`config.mk`:
```
export PLATFORM = sky130hd
export DESIGN_NAME = multi_debouncer
export DESIGN_NICKNAME = d
export VERILOG_FILES = /design/src/rtl/multi_debouncer.sv
export SDC_FILE = /design/constraint.sdc
export NUM_CORES = 1
export LEC_CHECK = 0
export CORE_ASPECT_RATIO = 1.4
export CORE_MARGIN = 1
export CORE_UTILIZATION = 29
export DETAILED_ROUTE_END_ITERATION = 6
export SKIP_LAST_GASP = 1
export SLEW_MARGIN = 25
export SYNTH_ARGS = -nofsm -noshare
export SYNTH_HDL_FRONTEND = slang
export SYNTH_SLANG_ARGS = --single-unit
export TNS_END_PERCENT = 50
```
`constraint.sdc`:
```
create_clock -name clk -period 1.9 [get_ports clk]
set_clock_uncertainty 0.15 [all_clocks]
set_input_delay 0.285 -clock clk [delete_from_list [all_inputs] [get_ports clk]]
set_output_delay 0.285 -clock clk [all_outputs]
set_load 0.1 [all_outputs]
```
`src/rtl/multi_debouncer.sv`:
```
// multi_debouncer: N-channel switch debouncer.
// Each channel has its own synchroniser, stable-interval counter, registered level
// and one-cycle rise/fall pulses. A shared prescaler spaces out the debounce ticks.
module multi_debouncer #(
  parameter int unsigned          N_CH        = 4,
  parameter int unsigned          TICKS       = 16,
  parameter int unsigned          PRESCALE    = 62500,
  parameter int unsigned          SYNC_STAGES = 2,
  parameter logic [N_CH-1:0]      INIT        = '0
) (
  input  logic            clk,
  input  logic            rst_n,
  input  logic [N_CH-1:0] i_switch,
  output logic [N_CH-1:0] o_switch,
  output logic [N_CH-1:0] o_rise,
  output logic [N_CH-1:0] o_fall,
  output logic            o_any_change
);

  localparam int unsigned CW = (TICKS + 1 > 1) ? $clog2(TICKS + 1) : 1;

  logic [N_CH-1:0] sync_q [SYNC_STAGES];
  logic [N_CH-1:0] sync;
  logic            tick;

  logic [CW-1:0]   cnt   [N_CH];
  logic [CW-1:0]   cnt_d [N_CH];
  logic [N_CH-1:0] sw_d;
  logic [N_CH-1:0] rise_d;
  logic [N_CH-1:0] fall_d;

  // Synchroniser chain; stage 0 samples the raw input.
  always_ff @(posedge clk or negedge rst_n) begin
    if (!rst_n) begin
      for (int unsigned i = 0; i < SYNC_STAGES; i++) sync_q[i] <= INIT;
    end else begin
      sync_q[0] <= i_switch;
      for (int unsigned i = 1; i < SYNC_STAGES; i++) sync_q[i] <= sync_q[i-1];
    end
  end

  assign sync = sync_q[SYNC_STAGES-1];

  generate
    if (PRESCALE == 1) begin : g_no_prescale
      assign tick = 1'b1;
    end else begin : g_prescale
      localparam int unsigned PW = $clog2(PRESCALE);
      logic [PW-1:0] pre_cnt;

      // Free-running prescaler 0..PRESCALE-1; tick on the terminal count.
      always_ff @(posedge clk or negedge rst_n) begin
        if (!rst_n)    pre_cnt <= '0;
        else if (tick) pre_cnt <= '0;
        else           pre_cnt <= pre_cnt + PW'(1);
      end

      assign tick = (pre_cnt == PW'(PRESCALE - 1));
    end
  endgenerate

  // Per-channel next state: a match restarts the window; a full window of
  // mismatching ticks accepts the new level and raises the matching pulse.
  always_comb begin
    for (int unsigned k = 0; k < N_CH; k++) begin
      cnt_d[k]  = cnt[k];
      sw_d[k]   = o_switch[k];
      rise_d[k] = 1'b0;
      fall_d[k] = 1'b0;
      if (sync[k] == o_switch[k]) begin
        cnt_d[k] = '0;
      end else if (tick) begin
        if (cnt[k] == CW'(TICKS - 1)) begin
          cnt_d[k]  = '0;
          sw_d[k]   = sync[k];
          rise_d[k] = sync[k];
          fall_d[k] = ~sync[k];
        end else begin
          cnt_d[k] = cnt[k] + CW'(1);
        end
      end
    end
  end

  // Register counters, levels and event pulses.
  always_ff @(posedge clk or negedge rst_n) begin
    if (!rst_n) begin
      for (int unsigned k = 0; k < N_CH; k++) cnt[k] <= '0;
      o_switch     <= INIT;
      o_rise       <= '0;
      o_fall       <= '0;
      o_any_change <= 1'b0;
    end else begin
      for (int unsigned k = 0; k < N_CH; k++) cnt[k] <= cnt_d[k];
      o_switch     <= sw_d;
      o_rise       <= rise_d;
      o_fall       <= fall_d;
      o_any_change <= |(rise_d | fall_d);
    end
  end

endmodule

```
==> run metrics, run 1 <==
outcome completed; compound-cell area share of the yosys netlist 12.6%; critical path type reg2reg; cell internal pwr 2.39 mW; LEAKAGE 1.58 nW; P_sw 0.591 mW; clk buf depth 2; Avg Cell Area, Syn 12.1 um2; combinational family with the most area after synthesis simple AND/OR/NAND/NOR gates; Pins Over Slew Limit 0; cell taking the most area after synthesis dfrtp_1; library cells used by synthesis 34; crit path time final 1.86 ns; ys async rst share 100%; H-tree depth 3; # clock sinks 57; final antenna-violating net count 0; Worst Hold Class reg2reg; Critical Path AT 1.91 ns; power share of the clock group 56.6%; most numerous cell in the Yosys netlist dfrtp_1; FF+latch count, synth 57; sequential power share 41.4%; vias in the first global route 1,798; DIE AREA 9270 um2; Fillers 798; endpoints failing setup 0; clk slew on worst S/H paths 0.05 ns; gp weighted congestion 0.738; hpwl dp 3.34 mm; Tot Pwr 2.98 mW; Detailed Routing Iterations Pass 1 4; post-synth top area share 55.3%; Most used DFF post-synth dfrtp_1; Post-Synth Adder-Cell Area 2.43%; register area share after synthesis 55.3%; Max-slew headroom 69.6%; CP max-delay cell dfrtp_1; Antenna diodes 0; Initial Util 29.9%; XOR/XNOR Fraction of Synth Area 6.80%; Commonest cells post-synth dfrtp_1 (57), nand2_1 (22), nor2_1 (16); WL final 4.86 mm; met3 Usage GRT 3.60%; crit end category register; pwr dens 846 nW/um2; post-DR vias/cell 4.79; Final Hold Viols 0; share of layout cells above drive strength 1 30.7%; combinational cell fraction of total power 2.0%; number of antenna violations at the first check in global routing 0; Die Y 114 um; met1 Usage GRT 14.1%; area of the multi-input gates 1110 um2; drt drc 0; yosys warns 0; flop2flop setup slack 0.04 ns; synthesized instance count 213; row count 40; register area 1430 um2; DRT iter0 DRCs 125; Die Wd 81.7 um; Synth Net Count 224; Final Net Count 276; FMAX 0.539 GHz; total core area 8610 um2; Top Usage Layer GRT met2; total CTS buffers 9; GR Overflow Total 0; kind of start point of the critical path register; period utilisation layout 97.7%; Overall Global Routing Usage 12.4%; post-synthesis mux area share 2.14%; Vias 1,795; drt wl/cell 13.0 um; post-synthesis cell area 2580 um2; CP peak stage delay 0.37 ns; worst skew pair latency 0.33 ns; clock root buffer clkbuf_16; EDFF count, synth 0; global-route wire length before repair 8.51 mm; Cell Chain, Critical Path ha_1, and4bb_2, and4_4, buf_12, nand2_4, mux2_2; Layout Utilization 40.9%; io pins 19; post-synthesis simple-gate area fraction 19.0%; Crit path required time 1.96 ns; Max Cap Viol 0; CTS tree done; worst-path fanout max 13; measured slew at the worst slew-check pin 0.452 ns; GR Util met2 20.0%; area added between synthesis and finish 36.6%; most area-consuming cells after synthesis dfrtp_1 (55%), xnor2_1 (4.4%), nand2_1 (3.2%), a21oi_1 (2.7%), a31o_2 (2.7%); largest net degree at the start of global routing 58; RSZ-0062 raised after global routing true; Port Buffer Count 18; switching fraction of total power 19.9%; maximum vdd drop 526 uV
==> cells by family after synthesis <==
| family | count (synthesis) |
|---|---|
| compound gates | 37 |
| xor+xnor | 20 |
| fa+ha+maj | 5 |
| buf+inv | 5 |
| flops | 57 |
| mux | 5 |
| simple gates | 84 |
==> power groups by stage <==
stage	sequential [mW]	combinational (mW)	clock, mW
after floorplan	1.25	0.0140	0
final	1.23	0.0588	1.69
after global routing	1.23	0.0676	1.77
after global placement	1.25	0.0600	0
after detailed placement	1.25	0.0603	0
after CTS	1.23	0.0614	1.72
==> per-stage QoR <==
step	TNS, ns	hold slack (ns)	instance area, um2	worst slack (ns)	std cells
global route	-0.185	0.205	3520	-0.0450	375
CTS	0	0.196	3500	0.0189	373
finish	0	0.196	3520	0.0431	375
floorplan	0	-0.161	2580	0.0113	213
detailed placement	0	0.163	3180	0.0439	356
global placement	0	0.167	3180	0.0696	356
==> timing repair <==
action,4_1_cts,5_1_grt
resized for setup,0,0
endpoints found under the setup margin,0,7
hold endpoints to repair,57,0
hold buffers,1,0
buffers inserted,0,2
==> final timing paths <==
kind,cells after the start,end,from
setup / recovery,6,o_switch[1],g_prescale.pre_cnt[0]
hold / removal,0,sync[3],sync_q[7]
setup reg to reg,6,o_switch[1],g_prescale.pre_cnt[0]
hold reg to reg,0,sync[3],sync_q[7]
max in group asynchronous,3,sync_q[5],rst_n
min in group asynchronous,3,sync_q[7],rst_n
==> registers in the layout (all words and copies together), names as in the netlist <==
name,cells
cnt,20
g_prescale.pre_cnt,16
o_any_change,1
o_fall,4
o_rise,4
o_switch,4
sync,4
sync_q,4
==> area by class of cell <==
cell class              count  area share, %
clock buffers              10           6.51
clock inverters             6           2.35
multi-input cells         151           31.5
repair buffers             46           15.4
well taps                 105           3.73
flip-flops and latches     57           40.5
==> placed cells by master, fill, tap and decap left out, types with 5 or more instances in the layout <==
| cell type | n |
|---|---|
| nor3b_1 | 8 |
| xnor2_1 | 13 |
| nor2_1 | 16 |
| buf_4 | 25 |
| xor2_1 | 7 |
| ha_1 | 5 |
| clkbuf_16 | 9 |
| dfrtp_1 | 57 |
| or3_1 | 5 |
| buf_12 | 15 |
| a31o_2 | 8 |
| nand2_1 | 22 |
| a21oi_1 | 14 |
| nand3_1 | 11 |
==> critical path, delay by kind of cell (launching register included) <==
family	cells	cell delay [ns]
simple gates	3	0.53
fa+ha+maj	1	0.21
buf+inv	1	0.15
flops	1	0.37
mux	1	0.32
==> layer usage <==
layer | share of wire (%) | routed length [um] | up-vias
met5 | 0 | 0 | -
met2 | 52 | 2530 | 23
met4 | 2.3 | 113 | 0
met3 | 3.0 | 146 | 10
met1 | 43 | 2070 | 882
li1 | - | - | 880
Power figures use the tool's default switching activity.
==> run 2: changes to the inputs <==
--- a/config.mk
+++ b/config.mk
@@ -5,6 +5,7 @@
 export SDC_FILE = /design/constraint.sdc
 export NUM_CORES = 1
 export LEC_CHECK = 0
+export ABC_AREA = 1
 export CORE_ASPECT_RATIO = 1.4
 export CORE_MARGIN = 1
 export CORE_UTILIZATION = 29
==> run metrics, run 2 <==
GR Overflow Total 0; yosys warns 0; most numerous cell in the Yosys netlist nand2_1; # clock sinks 57; flop2flop setup slack 0.20 ns; most area-consuming cells after synthesis dfrtp_1 (52%), nand2_1 (12%), nor2_1 (5.9%), nand3_1 (4.6%), inv_1 (4.5%); WL final 5.49 mm; largest net degree at the start of global routing 38; Overall Global Routing Usage 12.8%; FF+latch count, synth 57; kind of start point of the critical path register; Commonest cells post-synth nand2_1 (88), dfrtp_1 (57), nor2_1 (43); H-tree depth 3; measured slew at the worst slew-check pin 0.466 ns; RSZ-0062 raised after global routing false; EDFF count, synth 0; Max-slew headroom 68.9%; Antenna diodes 0; area of the multi-input gates 1150 um2; Vias 2,162; crit end category register; Largest register FFs 20; Critical Path AT 1.82 ns; Most used DFF post-synth dfrtp_1; period utilisation layout 89.2%; hold depth 0; register area share after synthesis 52.0%; clk slew on worst S/H paths 0.05 ns; final instance area 3620 um2; LEAKAGE 1.79 nW; commonest non-fill, non-tap cell in the layout nand2_1; HP Start sync_q[6]; Reg-to-Reg End cnt[10]; Post-CTS Resized 0; outcome completed; Synth Net Count 332; worst-path fanout max 11; Max Cap Viol 0; CTS tree done; Top reg by flops cnt; row count 41; Die Y 117 um; cell taking the most area after synthesis dfrtp_1; share of layout cells above drive strength 1 16.5%; endpoints failing setup 0; post-synthesis cell area 2740 um2; area post-placement 3230 um2; crit path time final 1.70 ns; most frequent cells in the layout nand2_1 (88), dfrtp_1 (54), nor2_1 (43), inv_1 (33), nand3_1 (25); post-synth top area share 52.0%; Initial Util 30.2%; Critical R2R Launch g_prescale.pre_cnt[0]; post-DR vias/cell 4.59; Setup TNS 0 ns; Die Wd 84.2 um; Largest regs cnt (20), g_prescale.pre_cnt (16); Final Net Count 370; DIE AREA 9850 um2; register area 1430 um2; critical path type reg2reg; vias in the first global route 2,172; synthesized instance count 321; total core area 9080 um2; Final Hold Viols 0; Fillers 852; Crit path required time 2.02 ns; DRT iter0 DRCs 81; Hold EP sync[2]; number of antenna violations at the first check in global routing 0; library cells used by synthesis 25; final antenna-violating net count 0; gp weighted congestion 0.861; Avg Cell Area, Syn 8.54 um2; clock root buffer clkbuf_16; area added between synthesis and finish 31.9%; drt drc 0; Worst Hold Class reg2reg; total CTS buffers 9; maximum vdd drop 416 uV; Detailed Routing Iterations Pass 1 4; FMAX 0.590 GHz; ys async rst share 100%; global-route wire length before repair 9.61 mm; io pins 19; hpwl dp 4.00 mm; pwr dens 871 nW/um2; Port Buffer Count 18; worst skew pair latency 0.33 ns; clk buf depth 2; drt wl/cell 11.7 um; r2r worst-path depth 9; Pins Over Slew Limit 0
==> run 2: what timing repair did <==
item / CTS / global route
setup buffers: 0 / 3
hold endpoints to repair: 57 / 0
hold buffers: 1 / 0
setup endpoints to repair: 0 / 12
==> run 2: final cells by class <==
type,instances,area share [%]
clock buffers,11,6.71
clock inverters,5,2.84
inverters,39,4.05
multi-input cells,223,31.7
flip-flops and latches,57,39.5
well taps,107,3.70
repair buffers,29,11.5
==> run 2: worst max path at each step <==
stage	end	start	depth (start not counted)	slack, ns
floorplan	o_switch[0]	o_switch[0]	6	-0.04
global route	cnt[6]	g_prescale.pre_cnt[0]	10	0.04
global placement	cnt[10]	g_prescale.pre_cnt[0]	8	0.14
CTS	cnt[10]	g_prescale.pre_cnt[0]	8	0.09
finish	cnt[10]	g_prescale.pre_cnt[0]	9	0.20
detailed placement	cnt[3]	g_prescale.pre_cnt[0]	8	0.09
==> run 2: logic make-up after synthesis <==
| logic type | Yosys count | synth area share, % |
|---|---|---|
| AO/OA/AOI/OAI | 17 | 3.70 |
| XOR/XNOR | 13 | 4.15 |
| adder cells (fa/ha/maj) | 5 | 2.28 |
| buffers and inverters | 41 | 6.16 |
| flip-flops | 57 | 52.0 |
| AND/OR/NAND/NOR | 188 | 31.7 |
==> run 2: stage by stage <==
stage               utilization, %  worst slack (ns)  hold slack [ns]  power (mW)  std cells
global placement              35.5             0.145            0.139        1.31        451
global route                  39.8            0.0423            0.212        3.26        471
detailed placement            35.5            0.0894            0.138        1.31        451
finish                        39.8             0.205            0.198        3.15        471
CTS                           39.5            0.0900            0.204        3.20        468
floorplan                        -           -0.0392           -0.161        1.27        321
==> run 2: layer usage <==
| metal | GRT usage (%) | share of wire (%) | vias up |
|---|---|---|---|
| met4 | 10.5 | 4.5 | 0 |
| li1 | - | - | 1097 |
| met5 | 0 | 0 | - |
| met3 | 3.09 | 2.6 | 19 |
| met1 | 13.4 | 43 | 1016 |
| met2 | 22.3 | 50 | 30 |
==> run 2: power breakdown <==
group          total, mW  leakage (nW)  switching, mW  internal (mW)
combinational     0.0598         0.868         0.0426         0.0171
sequential          1.23         0.759        0.00292           1.22
clock               1.86         0.166          0.552           1.31
total               3.15          1.79          0.598           2.55
==> run 2: worst max-delay path: stages, from the launching register on <==
cell     delay, ns
dfrtp_1       0.40
ha_1          0.26
nand2_1       0.09
nor2_1        0.04
nand2_1       0.13
nor2_4        0.05
buf_12        0.14
nor2_1        0.21
nand2_1       0.09
nand2_1       0.07
